File: config.mk
export PLATFORM = sky130hd
export DESIGN_NAME = sprite_anim_display
export DESIGN_NICKNAME = d
export VERILOG_FILES = /design/src/rtl/sprite_anim_display.sv
export SDC_FILE = /design/constraint.sdc
export NUM_CORES = 1
export LEC_CHECK = 0
export CAP_MARGIN = 40
export CORE_UTILIZATION = 49
export CTS_CLUSTER_SIZE = 30
export DETAILED_ROUTE_END_ITERATION = 8
export HOLD_SLACK_MARGIN = 0.02
export PLACE_DENSITY = 0.77
export SYNTH_ARGS = -nofsm -noshare
export SYNTH_HDL_FRONTEND = slang
export SYNTH_SLANG_ARGS = --single-unit
File: constraint.sdc
create_clock -name i_clk -period 5.95 [get_ports i_clk]
set_clock_uncertainty 0.1 [all_clocks]
set_input_delay 0.595 -clock i_clk [delete_from_list [all_inputs] [get_ports i_clk]]
set_output_delay 0.595 -clock i_clk [all_outputs]
set_load 0.01 [all_outputs]
File: src/rtl/sprite_anim_display.sv
// Purpose : draws a scaled, animated ROM sprite that slides up from START_Y to END_Y and then parks there, cycling its frames.
// Latency : xg/yg -> rgb/on is 1+ROM_LATENCY cycles, one pixel per cycle.
// Backpressure : none; the pixel path never stalls, and rom_data must return a fixed ROM_LATENCY cycles after rom_addr.
//
// Ports:
//   i_clk, i_rst            clock; synchronous active-high reset
//   i_xg, i_yg              current scan pixel coordinates
//   i_frame_tick            one-cycle pulse per video frame (drives motion and animation)
//   i_start                 one-cycle pulse; restarts the slide-in from START_Y
//   o_rom_addr              registered texel address (0 outside the sprite window)
//   i_rom_data              texel colour, ROM_LATENCY cycles after o_rom_addr
//   o_rgb, o_on             pixel colour and opaque/visible flag
//   o_busy, o_done          sliding / parked-and-animating
module sprite_anim_display #(
    parameter int          WIDTH       = 280,
    parameter int          HEIGHT      = 320,
    parameter int          SCALE_SHIFT = 1,
    parameter int          FRAMES      = 2,
    parameter int          FRAME_TICKS = 8,
    parameter int          START_X     = 180,
    parameter int          START_Y     = 480,
    parameter int          END_Y       = 80,
    parameter int          STEP        = 8,
    parameter logic [11:0] TRANSPARENT = 12'h3b9,
    parameter int          ROM_LATENCY = 1,
    parameter int          ADDR_W      = 16
) (
    input  logic              i_clk,
    input  logic              i_rst,
    input  logic [9:0]        i_xg,
    input  logic [9:0]        i_yg,
    input  logic              i_frame_tick,
    input  logic              i_start,
    output logic [ADDR_W-1:0] o_rom_addr,
    input  logic [11:0]       i_rom_data,
    output logic [11:0]       o_rgb,
    output logic              o_on,
    output logic              o_busy,
    output logic              o_done
);

    localparam int SW          = WIDTH >> SCALE_SHIFT;
    localparam int SH          = HEIGHT >> SCALE_SHIFT;
    localparam int FRAME_WORDS = SW * SH;
    localparam int FIDX_W      = (FRAMES > 1) ? $clog2(FRAMES) : 1;
    localparam int TICK_W      = (FRAME_TICKS > 1) ? $clog2(FRAME_TICKS) : 1;

    localparam logic [1:0] S_IDLE  = 2'd0;
    localparam logic [1:0] S_SLIDE = 2'd1;
    localparam logic [1:0] S_ANIM  = 2'd2;

    // Window bounds are kept in 11 bits so START+SIZE-1 never wraps.
    localparam logic [10:0] X_LO    = 11'(START_X);
    localparam logic [10:0] X_HI    = 11'(START_X + WIDTH - 1);
    localparam logic [10:0] Y_START = 11'(START_Y);
    localparam logic [10:0] Y_END   = 11'(END_Y);
    localparam logic [10:0] STEP_V  = 11'(STEP);
    localparam logic [10:0] H_M1    = 11'(HEIGHT - 1);
    // "top - STEP <= END_Y" rewritten as "top <= END_Y + STEP" to avoid underflow.
    localparam logic [11:0] SLIDE_LAST = 12'(END_Y + STEP);

    logic [1:0]          r_state;
    logic [10:0]         r_top;
    logic [FIDX_W-1:0]   r_frame_idx;
    logic [TICK_W-1:0]   r_tick_cnt;
    logic [ADDR_W-1:0]   r_rom_addr;
    logic [ROM_LATENCY:0] r_hit_pipe;

    logic [10:0]       w_x;
    logic [10:0]       w_y;
    logic [10:0]       w_y_hi;
    logic              w_hit;
    logic [10:0]       w_x_rom;
    logic [10:0]       w_y_rom;
    logic [ADDR_W-1:0] w_addr;
    logic              w_slide_done;
    logic              w_tick_wrap;
    logic              w_last_frame;
    logic              w_aligned_hit;

    assign w_x    = {1'b0, i_xg};
    assign w_y    = {1'b0, i_yg};
    assign w_y_hi = r_top + H_M1;
    assign w_hit  = (w_x >= X_LO) && (w_x <= X_HI) && (w_y >= r_top) && (w_y <= w_y_hi);

    // Offsets are only meaningful when w_hit is set; the address is forced to 0 otherwise.
    assign w_x_rom = (w_x - X_LO) >> SCALE_SHIFT;
    assign w_y_rom = (w_y - r_top) >> SCALE_SHIFT;
    assign w_addr  = ADDR_W'(r_frame_idx) * ADDR_W'(FRAME_WORDS)
                   + ADDR_W'(w_y_rom) * ADDR_W'(SW)
                   + ADDR_W'(w_x_rom);

    assign w_slide_done = ({1'b0, r_top} <= SLIDE_LAST);
    assign w_tick_wrap  = (r_tick_cnt == TICK_W'(FRAME_TICKS - 1));
    assign w_last_frame = (r_frame_idx == FIDX_W'(FRAMES - 1));

    always_ff @(posedge i_clk) begin
        if (i_rst) begin
            r_state     <= S_IDLE;
            r_top       <= Y_START;
            r_frame_idx <= '0;
            r_tick_cnt  <= '0;
            r_rom_addr  <= '0;
            r_hit_pipe  <= '0;
        end else begin
            r_rom_addr <= w_hit ? w_addr : '0;
            // Visibility is judged with the state seen by the pixel, then delayed to meet rom_data.
            r_hit_pipe <= {r_hit_pipe[ROM_LATENCY-1:0], w_hit && (r_state != S_IDLE)};

            if (i_start) begin
                // start overrides any frame_tick in the same cycle
                r_state     <= S_SLIDE;
                r_top       <= Y_START;
                r_frame_idx <= '0;
                r_tick_cnt  <= '0;
            end else if (i_frame_tick) begin
                case (r_state)
                    S_SLIDE: begin
                        if (w_slide_done) begin
                            r_top   <= Y_END;
                            r_state <= S_ANIM;
                        end else begin
                            r_top <= r_top - STEP_V;
                        end
                    end
                    S_ANIM: begin
                        if (w_tick_wrap) begin
                            r_tick_cnt  <= '0;
                            r_frame_idx <= w_last_frame ? '0 : r_frame_idx + 1'b1;
                        end else begin
                            r_tick_cnt <= r_tick_cnt + 1'b1;
                        end
                    end
                    default: begin
                    end
                endcase
            end
        end
    end

    assign w_aligned_hit = r_hit_pipe[ROM_LATENCY];

    assign o_rom_addr = r_rom_addr;
    assign o_on       = w_aligned_hit && (i_rom_data != TRANSPARENT);
    assign o_rgb      = o_on ? i_rom_data : 12'h000;
    assign o_busy     = (r_state == S_SLIDE);
    assign o_done     = (r_state == S_ANIM);

endmodule

Yosys cells after proc, flatten, opt, wreduce, memory -nomap -nowiden

Index checks and enable logic that the tools add are counted.

Register bits after elaboration: 35
Logic and storage cells: 51

Add/subtract/negate cells: 8
$mul: 2
Magnitude comparators: 5
Equal/unequal tests: 4
Multiplexer cells: 8
Bitwise gates (word level): 1
Reductions and logical operators: 16

Operators with widths:

| kind                                                            | number |
|---|---|
| adder 16 x 10 -> 16 bit                                         | 1 |
| adder 16 bit                                                    | 1 |
| multiplier 10 x 6 -> 14 bit, second input constant              | 1 |
| 2-to-1 mux 12 bit                                               | 1 |
| inequality test 12 x 10 -> 1 bit, second input constant         | 1 |
| adder 11 x 9 -> 11 bit, second input constant                   | 1 |
| >= comparator 10 x 11 -> 1 bit                                  | 1 |
| less-or-equal comparator 10 x 11 -> 1 bit                       | 1 |
| less-or-equal comparator 11 x 7 -> 1 bit, second input constant | 1 |
| 2-to-1 mux 11 bit                                               | 1 |
| subtractor 10 x 11 -> 11 bit                                    | 1 |
| subtractor 10 x 8 -> 11 bit, second input constant              | 1 |
| subtractor 11 x 4 -> 11 bit, second input constant              | 1 |
| >= comparator 10 x 8 -> 1 bit, second input constant            | 1 |
| less-or-equal comparator 10 x 9 -> 1 bit, second input constant | 1 |
| multiplier 1 x 8 -> 9 bit, second input constant                | 1 |
| AND reduction 3 bit                                             | 3 |
| nonzero test 2 bit                                              | 4 |
| logical AND 1 bit                                               | 5 |
| 2-to-1 mux 1 bit                                                | 5 |
| AND reduction 2 bit                                             | 2 |
| OR reduction 2 bit                                              | 2 |
| adder 3 x 1 -> 3 bit, second input constant                     | 1 |
| == test 3 bit, second input constant                            | 1 |
| 5 further kinds                                                 | 5 |

Depth between registers and ports, before layout

Depth after elaboration: 6
Depth in mapped cells: 28

Worst setup path after synthesis

Ideal clock, no wire load.

Path kind: input port to flip-flop
From: in i_yg[3]
To: reg r_rom_addr[15] (netlist: o_rom_addr[15])
Arrival: 5,707 ps
Slack: 81 ps
Stages on the path: 23
Buffers on the path: 0
Cells stage by stage: ha_1 > o21a_1 > or4_4 > o21ai_4 > xnor2_1 > ha_1 > ha_1 > inv_1 > fa_1 > inv_1 > ha_1 > o21a_1 > o31a_1 > a21oi_1 > fa_1 > ha_1 > a2111oi_0 > or3_1 > nor2_1 > o311ai_0 > xnor2_1 > xnor3_1 > nor2_2

Word-level cells in the longest chain between the ends: 5
Elaborated cells on any way between the ends: 10

Ends and longest elaborated chain:

| element                                              | RTL line | RTL |
|---|---|---|
| start: declaration                                   | 31       | `input logic [9:0] i_yg,` |
| branches (longest 5 deep; another with adder 16 bit) | n/a      |  |
| end signal: assignment                               | 106      | `r_rom_addr <= w_hit ? w_addr : '0;` |
| end: declaration                                     | 66       | `logic [ADDR_W-1:0] r_rom_addr;` |

Parallel ways; which one is timed is not known.
A chain may end at the register's enable or synchronous reset.

Worst setup path in the final report

From: in i_yg[4]
To: reg r_rom_addr[15] (netlist: o_rom_addr[15])

The elaborated chain is that of the path after synthesis.

==> results.txt <==
The run finished with clean final reports. The run gives 3349 as the vias after detailed routing. The largest single stage delay on the critical path is 0.54 ns. For flop-to-flop paths, the worst setup slack is 0.20 ns.

The initialized floorplan defines 30 standard-cell rows. The required time at the worst-slack endpoint is 6.07 ns, and the proportion of layout cells with a drive suffix above 1 is 17.2%. The post-synthesis simple-gate area fraction is 15.9%, and the number of logic stages on the critical path including buffering is 26. The H-tree was split into 2 levels.

Of all nets on the critical path, the largest fanout is 3. For this run, asynchronously set or reset flops after synthesis account for 0%. The run gives 0.173 GHz as the fmax. In this run the worst hold path is classified as register to register.

The number of buffers and inverters on the critical path is 4, and the clock sink count is 32. The residual overflow from global routing is 0. The clock root buffer is clkbuf_8.

In the finished design, the share of the clock period the worst path needs comes to 97.2%. Global routing used 24.3% of the available tracks across all layers. In the final layout, the multi-input gates occupy 2860 um^2. The logs give 5 for the number of buffers created by CTS and 2 for the number of buffers on the longest clock path. The final antenna diode count was 0. The transition at the pin with the smallest max-transition slack was 0.624 ns.

Total count of max-transition violations in the final report: 0. The area inside the core boundary was 6910 um^2; the count of fill cells added during filler insertion was 562. The share of synthesized area in the top cell type comes to 25.7%. After legalization and detailed placement, the total HPWL measured 7260 um. For the worst setup path, the data arrival time is 5.90 ns. The tools report the leakage power summed over all cells as 2.27 nW. The die covers 7600 um^2. After clock tree synthesis, the clock-pin slew on the worst setup and hold paths is 0.07 ns. Port buffering added 66 buffers.

The via count of the first global-routing pass was 3262; the post-synthesis xor/xnor area fraction was 11.0%. In this run the critical register-to-register path is launched from r_top[3]$_SDFFE_PP0P_. TritonCTS built the clock tree. Each instance of the synthesized netlist takes up on average 8.61 um^2. After the first detailed-routing iteration, the DRC count stood at 161. Multiplexer cells account for 0% of the synthesized area.

The synthesized netlist devotes 18.1% of its cell area to compound gates. Distinct cell type count after synthesis: 55. The critical path's top delay family is adder cells. The tools report the number of max-cap violations as 0. The most used flip-flop cell after synthesis is dfxtp_1.

The number of detailed-route iterations in the first pass is 4. Synthesis produced a netlist whose cell count is 413. In the post-synthesis netlist, the biggest area contributors are ha_1 26%, dfxtp_1 18%, xnor2_1 7.4%.

At the placement stage, the worst setup path has a slack of -0.632 ns. Later-pin clock latency in the skew report: 0.29 ns. After synthesis, flip-flops and latches occupy 18.0% of the total area. The tools report the total count of hold-check failures in the final report as 0. From synthesis to final layout, the design area changed by 37.7%. By area, the combinational part of the netlist is dominated by adder cells. STA classifies the critical path startpoint as a primary input. The smallest setup slack after layout was 0.169 ns; the count of flip-flops with a built-in enable after synthesis was 0.

Dividing the detail-routed wire length by the instance count gives 14.6 um. The adder and majority gate portion of the synthesized area was 31.3%. Counting every net in the synthesized netlist gives 532. The initial antenna violation count was 0; the remaining routing DRC violations was 0.

The final layout contains 646 nets. In this run the horizontal extent of the chip is 87.2 um. For the register area, the log shows 643 um^2.

The worst flop-to-flop path endpoint was o_rom_addr[15]$_SDFF_PP0_. The worst-case reg-to-reg path depth is 27, and the total power density per cell area is 372 nW/um^2. Tracing the worst setup path back leads to its startpoint at i_yg[4]. The critical path in this run is classified as primary input to register.

Cell at the slowest stage of the critical path: fa_1. Setup violations remaining at the end of the flow were counted as 0. The floorplan step set the die height to 87.2 um.

The logs give 0.877 for the placer congestion estimate and 57.8% for the relative slew slack. For this configuration, the core starts out at a cell density of 51.5%. Synthesis inferred 32 register bits. After synthesis the cells add up to 3550 um^2. At the end of the flow the core is filled with cells to 70.9%. The largest net degree at the start of global routing is 18. For the first-pass GRT wire length, the log shows 14600 um.

Pin placement for this block handled 67 I/O pins. After layout, the minimum clock period comes to 5.78 ns. Of all cell types, the one taking the most synthesized area is ha_1. IR analysis of the VDD net gives a maximum drop of 0.482 mV. The launch instance of the worst min-delay path was r_hit_pipe[0]$_SDFF_PP0_. The sum of routed wire length over all layers is 9090 um, and the count of warnings emitted by yosys is 0. Last element of the critical path: o_rom_addr[15]$_SDFF_PP0_. The number of nets with antenna violations after detailed routing was 0; the vias per cell was 5.37. STA classifies the critical path endpoint as a register.
-- worst min-delay path by stage --
stage	slack, ns	cells past startpoint	to
after floorplan	0.31	1	r_hit_pipe[1]$_SDFF_PP0_
after global placement	0.33	1	r_hit_pipe[1]$_SDFF_PP0_
after detailed placement	0.33	1	r_hit_pipe[1]$_SDFF_PP0_
after CTS	0.35	1	r_hit_pipe[1]$_SDFF_PP0_
after global routing	0.37	1	r_hit_pipe[1]$_SDFF_PP0_
final	0.34	1	r_hit_pipe[1]$_SDFF_PP0_
-- worst register-to-register path: stages (launching register included) --
cell and delay [ns]:
dfxtp_2 0.36, inv_1 0.09, ha_4 0.24, a21oi_4 0.16
nor2b_1 0.06, o21a_1 0.19, o31a_1 0.34, nor2_2 0.16
xnor2_2 0.14, ha_1 0.25, ha_1 0.27, inv_1 0.05
fa_1 0.54, inv_1 0.06, ha_4 0.27, o21a_1 0.12
o31a_1 0.17, a21oi_2 0.05, fa_1 0.44, ha_4 0.30
buf_4 0.12, o21ai_0 0.10, or3_1 0.33, nor2_2 0.17
o311ai_2 0.10, xnor2_1 0.18, xnor3_1 0.25, nor2_2 0.09
-- state kept, by name, summed over array words and instances, names as in the netlist --
register / flops
r_tick_cnt: 3
r_top: 8
o_rom_addr: 16
r_state: 2
r_frame_idx: 1
r_hit_pipe: 2
-- cells by family (layout without fill, tap and decap cells) --
family,count (synthesis),in the layout
xor gates and xnor gates,43,43
adders and majority gates,83,83
AOI/OAI and AO/OA,87,87
buffers and inverters,50,165
DFF,32,32
other,2,2
and+or+nand+nor,116,116
-- cells in the mapped netlist, types with 2 or more instances --
cell and number:
o31a_1 3, nor2_1 44, o21ai_4 2, nand3_1 11
nand4_1 2, a211oi_1 4, dfxtp_1 32, conb_1 2
and2_1 13, nor2b_1 6, fa_1 10, nand2_1 17
nor3_1 12, o21bai_1 3, a21o_1 9, inv_1 46
a21oi_1 20, xnor2_1 30, or2_2 2, ha_1 73
o21ai_0 18, a31oi_1 2, o21a_1 9, xor2_1 12
-- through the flow --
stage / hold WS [ns] / cell area, um^2 / total power, mW / setup TNS [ns] / std cells
after global routing: 0.374 / 4890 / 1.97 / -0.0279 / 624
after global placement: 0.325 / 4640 / 1.42 / -1.03 / 615
after detailed placement: 0.332 / 4640 / 1.46 / -1.88 / 615
after CTS: 0.349 / 4800 / 1.70 / 0 / 624
after floorplan: 0.314 / 3550 / 1.03 / 0 / 413
final: 0.343 / 4890 / 1.82 / 0 / 624
-- cell type report --
cell class              count  area share, %
clock buffers               6           1.48
clock inverters             2          0.716
inverters                  47           3.61
multi-input cells         331           58.4
flip-flops and latches     32           13.1
well taps                  96           2.45
repair buffers            110           20.2
-- layout by cell type (no fill, tap or decap), types with 2 or more instances in the layout --
| cell | synthesis | layout |
|---|---|---|
| nand3_1 | 11 | 11 |
| o311ai_2 | 0 | 2 |
| o21ai_0 | 18 | 18 |
| fa_1 | 10 | 10 |
| buf_4 | 0 | 44 |
| a21oi_1 | 20 | 16 |
| a21oi_2 | 1 | 4 |
| a211oi_1 | 4 | 4 |
| dfxtp_1 | 32 | 30 |
| dfxtp_2 | 0 | 2 |
| or2_2 | 2 | 2 |
| xnor2_2 | 0 | 2 |
| nand4_1 | 2 | 2 |
| nor2_2 | 1 | 4 |
| a21o_1 | 9 | 9 |
| ha_2 | 0 | 3 |
| xnor2_1 | 30 | 28 |
| ha_1 | 73 | 65 |
| o21ai_4 | 2 | 2 |
| inv_1 | 46 | 46 |
| o21bai_1 | 3 | 2 |
| conb_1 | 2 | 2 |
| nand2_1 | 17 | 17 |
| and2_1 | 13 | 13 |
| ha_4 | 0 | 5 |
| nor2b_1 | 6 | 6 |
| xor2_1 | 12 | 12 |
| o31a_1 | 3 | 3 |
| o21a_1 | 9 | 9 |
| a31oi_1 | 2 | 2 |
| clkbuf_8 | 0 | 5 |
| a2111oi_2 | 1 | 2 |
| nor2_1 | 44 | 41 |
| clkdlybuf4s50_1 | 0 | 63 |
| nor3_1 | 12 | 12 |
-- where the power goes --
part | internal (mW) | switching [mW] | leakage (nW) | total [mW]
Combinational | 0.703 | 0.679 | 1.96 | 1.38
Clock | 0.124 | 0.0836 | 0.0552 | 0.208
Sequential | 0.226 | 0.00441 | 0.260 | 0.230
Total | 1.05 | 0.767 | 2.27 | 1.82
-- timing repair --
item	in CTS	in global routing
hold buffers	0	0
setup buffers	1	0
gates cloned	0	0
endpoints found under the setup margin	4	4
hold endpoints to repair	0	0
gates resized for setup	10	21
pin swaps	3	14
-- layer usage --
metal	track usage [%]	routed length, um	vias up
li1	-	-	1650
met1	30.7	3990	1597
met2	43.0	4550	86
met3	3.89	397	16
met4	6.41	152	0
met5	0	0	-
No activity file was read; power rests on OpenSTA's default activity.
==> RTL edit 1: new RTL, config.mk and constraints unchanged <==
Reset style: asynchronous (`i_rst`), changed in one clocked block. Comments in the files are not updated.
--- a/src/rtl/sprite_anim_display.sv
+++ b/src/rtl/sprite_anim_display.sv
@@ -95,5 +95,5 @@
     assign w_last_frame = (r_frame_idx == FIDX_W'(FRAMES - 1));
 
-    always_ff @(posedge i_clk) begin
+    always_ff @(posedge i_clk or posedge i_rst) begin
         if (i_rst) begin
             r_state     <= S_IDLE;
Function: differs if i_rst is asserted again (counterexample within 4 cycles, from zero or initial values and one cycle with i_rst high); with i_rst held inactive, the same outputs for 10 cycles.
==> RTL edit 1 against the original RTL <==
Cell area shrank 3.6%; largest cell class unchanged; sequential cell count stayed put; largest power group unchanged; highest routed layer unchanged; synthesized cell count up 3.6%; count of clock-buffer cells in the layout is 2 higher; maximum frequency increased by 1.9%; worst setup slack improved by 0.11 ns; synthesized area rose by 2.8%; wire length decreased by 8.4%; power rose by 24%.
==> RTL edit 1: results (changes against the original RTL) <==
* Status: complete, no violations
* Max reg flops at 16 (unchanged)
* Crit path max fanout at 4 (+1)
* CP endpoint: o_rom_addr[14]
* Yosys cell types at 48 (-13%)
* Synth area leaders: ha_1, dfrtp_1, fa_1
* Largest net degree at the start of global routing at 33 (+15)
* End of the worst hold path: r_hit_pipe[1]
* Mapped Cells at 428 (+3.6%)
* Post-layout nets at 635 (-1.7%)
* WHS Path Cells at 0 (-1)
* Post-CTS resize count at 0 (-10)
* DP Worst Slack at -0.158 ns (+0.474 ns)
* Post-synthesis compound-gate area fraction at 15.9% (-2.2 points)
* Final min period at 5.68 ns (-0.106 ns)
* Peak supply drop at 0.498 mV (+3.5%)
* Crit path from: i_yg[5]
* Ys flop type: dfrtp_1
* Mapped Nets at 547 (+2.8%)
* Initial DRC count at 115 (-29%)
* Total track usage at 22.3% (-2.0 points)
* Setup Buffers After CTS at 0 (-1)
* Sequential area share after synthesis at 22.1% (+4.0 points)
* Wire per inst at 13.5 um (-7.2%)
* Routed via count at 3294 (-1.6%)
* Min Hold Slack at 0.249 ns (-0.0940 ns)
* R2R Setup Slk at 0.31 ns (+0.11 ns)
* Hold_sp: r_hit_pipe[0]
* Post-synthesis async set-or-reset flop share at 100% (+100 points)
* RR Endpoint: o_rom_addr[14]
* Worst path arrival time at 5.77 ns (-0.13 ns)
* Synth Area in XOR/XNOR at 7.91% (-3.1 points)
* Commonest cells in the netlist: ha_1, inv_1, nor2_1
* LEAKAGE at 2.27 nW (about the same)
* Worst-Margin Slew at 0.832 ns (+0.209 ns)
* Crit Reg-Reg Startpoint: r_top[6]
* Vias in the first global route at 3198 (-2.0%)
* First-pass GRT wire length at 13700 um (-6.3%)
* Share of cells above drive strength 1 at 7.93% (-9.3 points)
* R2R depth at 20 (-26%)
* Dpl cell area at 4570 um2 (-1.5%)
* RePlAce Congestion at 0.931 (+6.3%)
* H-tree depth at 2 (unchanged)
* Vias per cell at 5.35 (-0.36%)
* Area share of fa/ha/maj cells after synthesis at 30.5% (-0.85 points)
* DP HPWL at 6740 um (-7.2%)
## RTL edit 1: cell types whose count changed after synthesis, moves of 4 or more
cell	before	now
dfxtp_1	32	0
a21oi_1	20	32
dfrtp_1	0	28
o21a_1	9	3
clkbuf_1	1	7
xnor2_1	30	20
nand3_1	11	17
dfstp_2	0	4
## RTL edit 1: critical path: cells and delay by family
| kind | cells | cell delay [ns] |
|---|---|---|
| AO/OA/AOI/OAI | 3 | 0.52 |
| XOR/XNOR | 2 | 0.40 |
| adder cells (fa/ha/maj) | 7 | 2.26 |
| buffers and inverters | 4 | 0.70 |
| AND/OR/NAND/NOR | 4 | 1.29 |
## RTL edit 1: routing by layer
layer	track usage [%]	share of wire, %	vias up
met1	28.5	45	1534
met3	3.64	4.7	10
met5	0	0	-
li1	-	-	1656
met4	4.69	0.89	0
met2	39.7	49	94
## RTL edit 1: area by class of cell
| class | count | area [um2] |
|---|---|---|
| flip-flops and latches | 32 | 806 |
| clock buffers | 8 | 100 |
| fillers | 613 | 2500 |
| well taps | 99 | 124 |
| multi-input cells | 340 | 2680 |
| repair buffers | 88 | 826 |
| inverters | 49 | 184 |
## RTL edit 1: power groups by stage
stage | clock network (mW) | logic [mW] | registers (mW)
6_report | 0.185 | 1.82 | 0.253
5_1_grt | 0.199 | 2.06 | 0.255
3_5_place_dp | 0 | 1.75 | 0.257
3_3_place_gp | 0 | 1.70 | 0.257
4_1_cts | 0.189 | 1.78 | 0.253
2_1_floorplan | 0 | 1.18 | 0.264
## RTL edit 1: cell families after synthesis
group / after synthesis
AO/OA/AOI/OAI: 91
other: 2
AND/OR/NAND/NOR: 131
XOR/XNOR: 33
adder cells (fa/ha/maj): 83
buffers and inverters: 56
flip-flops: 32
==> RTL edit 2: new RTL, config.mk and constraints unchanged <==
Without the edit above. Change the parameter `FRAME_TICKS` from 8 to 16.
--- a/src/rtl/sprite_anim_display.sv
+++ b/src/rtl/sprite_anim_display.sv
@@ -17,5 +17,5 @@
     parameter int          SCALE_SHIFT = 1,
     parameter int          FRAMES      = 2,
-    parameter int          FRAME_TICKS = 8,
+    parameter int          FRAME_TICKS = 16,
     parameter int          START_X     = 180,
     parameter int          START_Y     = 480,
Behaviour: same outputs for any inputs over 10 cycles, from zero or initial values and one cycle with i_rst high; that may be too few to reach the edited logic, so the function may still have changed.
==> RTL edit 2 against the original RTL <==
Final cell count grew 4.2%; wire length fell by 2.8%; synthesized cell count grew 6.8%; synthesized area is 2.4% higher; power down 5.7%; sequential cell count increased by 1; cell area is 0.56% higher; via count grew 3.7%; combinational power decreased by 9%; largest power group unchanged; maximum frequency grew 1.1%; worst setup slack better by 0.064 ns; critical path depth decreased by 4.
==> RTL edit 2: results (changes against the original RTL) <==
* Status: complete, no violations
* Crit path max fanout at 3 (unchanged)
* Met2 routed WL at 4410 um (-2.9%)
* R2R depth at 22 (-19%)
* Crit Reg-Reg Startpoint: r_top[5]
* Sequential area share after synthesis at 18.2% (+0.13 points)
* WL met1 at 3940 um (-1.3%)
* Num CTS Buffers at 5 (unchanged)
* Met3 GRT Util at 3.58% (-0.30 points)
* DP HPWL at 7110 um (-2.1%)
* Clk slew on worst S/H paths at 0.08 ns
* Clk_lat worst skew at 0.30 ns
* Min Hold Slack at 0.356 ns (+0.0132 ns)
* Hold_sp: r_hit_pipe[0]
* Met2 usage at 39.4% (-3.7 points)
* # fillers at 601 (+6.9%)
* Initial antenna violation count at 0 (unchanged)
* Dpl cell area at 4690 um2 (+1.1%)
* WL met3 at 318 um (-20%)
* Commonest cells in the netlist: ha_1, nor2_1, inv_1
* CTS Root Cell: clkbuf_8
* CP max stage delay at 0.53 ns
* Drt pass-1 iters at 4 (unchanged)
* Slowest-stage cell, CP: clkdlybuf4s50_1
* Total track usage at 23.4% (-0.94 points)
* LEAKAGE at 2.26 nW (-0.38%)
* Wire per inst at 13.6 um (-6.7%)
* Slew HR at 59.0% (+1.2 points)
* Mapped Nets at 557 (+4.7%)
* H-tree depth at 2 (unchanged)
* End of the worst hold path: r_hit_pipe[1]
* Vias in the first global route at 3251 (-0.34%)
* Synth area leaders: ha_1, dfxtp_1, xnor2_1
* RR Endpoint: o_rom_addr[12]
* Highest metal layer with signal wires: met4
* Met1 Usage GRT at 30.3% (-0.34 points)
* Yosys cell types at 51 (-7.3%)
* Ys flop type: dfxtp_1
* Vias per cell at 5.34 (-0.45%)
* Worst min-delay path class: reg -> reg
* IO buf count at 66 (unchanged)
* Worst EP required at 6.01 ns (-0.06 ns)
* First-pass GRT wire length at 14300 um (-2.1%)
* DP Worst Slack at -0.359 ns (+0.274 ns)
* Delay-heaviest family, CP: adder cells
* Peak supply drop at 0.285 mV (-41%)
* Post-layout nets at 666 (+3.1%)
* Post-synthesis async set-or-reset flop share at 0% (unchanged)
* Synth warn at 0 (unchanged)
* Clock Path Buffers at 2 (unchanged)
* Max reg flops at 16 (unchanged)
* R2R Setup Slk at 0.49 ns (+0.29 ns)
* Initial DRC count at 124 (-23%)
* RePlAce Congestion at 0.829 (-5.4%)
* Share of cells above drive strength 1 at 13.6% (-3.6 points)
* Largest net degree at the start of global routing at 18 (unchanged)
## RTL edit 2: how the worst max path moves through the flow
stage                  start             end  depth (start not counted)  slack, ns
floorplan           r_top[6]  o_rom_addr[15]                         27       0.22
global placement     i_yg[5]  o_rom_addr[15]                         26      -0.16
detailed placement   i_yg[5]  o_rom_addr[15]                         26      -0.36
CTS                  i_yg[5]  o_rom_addr[15]                         26       0.02
global route         i_yg[5]  o_rom_addr[15]                         28      -0.04
finish               i_yg[3]  o_rom_addr[12]                         22       0.23
## RTL edit 2: cells by family after synthesis
group           Yosys count  synth area share [%]
buf+inv                  52                  5.64
flops                    33                  18.2
other cells               2                 0.206
fa+ha+maj                80                  29.6
xor+xnor                 47                  11.5
compound gates           91                  16.7
simple gates            136                  18.2
## RTL edit 2: stage by stage
step	instances	util, %
final	650	68.2
after global routing	650	68.2
after CTS	648	66.7
after detailed placement	640	65.0
after global placement	640	65.0
after floorplan	441	-
## RTL edit 2: area by class of cell
class                   instances  area (um2)  share of cell area (%)
flip-flops and latches         33         661                    13.4
multi-input cells             356        2870                    58.3
clock inverters                 3        46.3                   0.941
repair buffers                108         978                    19.9
inverters                      46         173                    3.51
well taps                      99         124                    2.52
clock buffers                   5        68.8                    1.40
## RTL edit 2: where the power goes
| group | internal (mW) | switching, mW |
|---|---|---|
| clock | 0.125 | 0.0939 |
| combinational | 0.646 | 0.613 |
| sequential | 0.234 | 0.00383 |
| total | 1.01 | 0.710 |
## RTL edit 2: repair_timing
item	in CTS	in global routing
pin swaps	0	9
gates resized for setup	2	21
endpoints found under the setup margin	1	4
buffers inserted	0	2
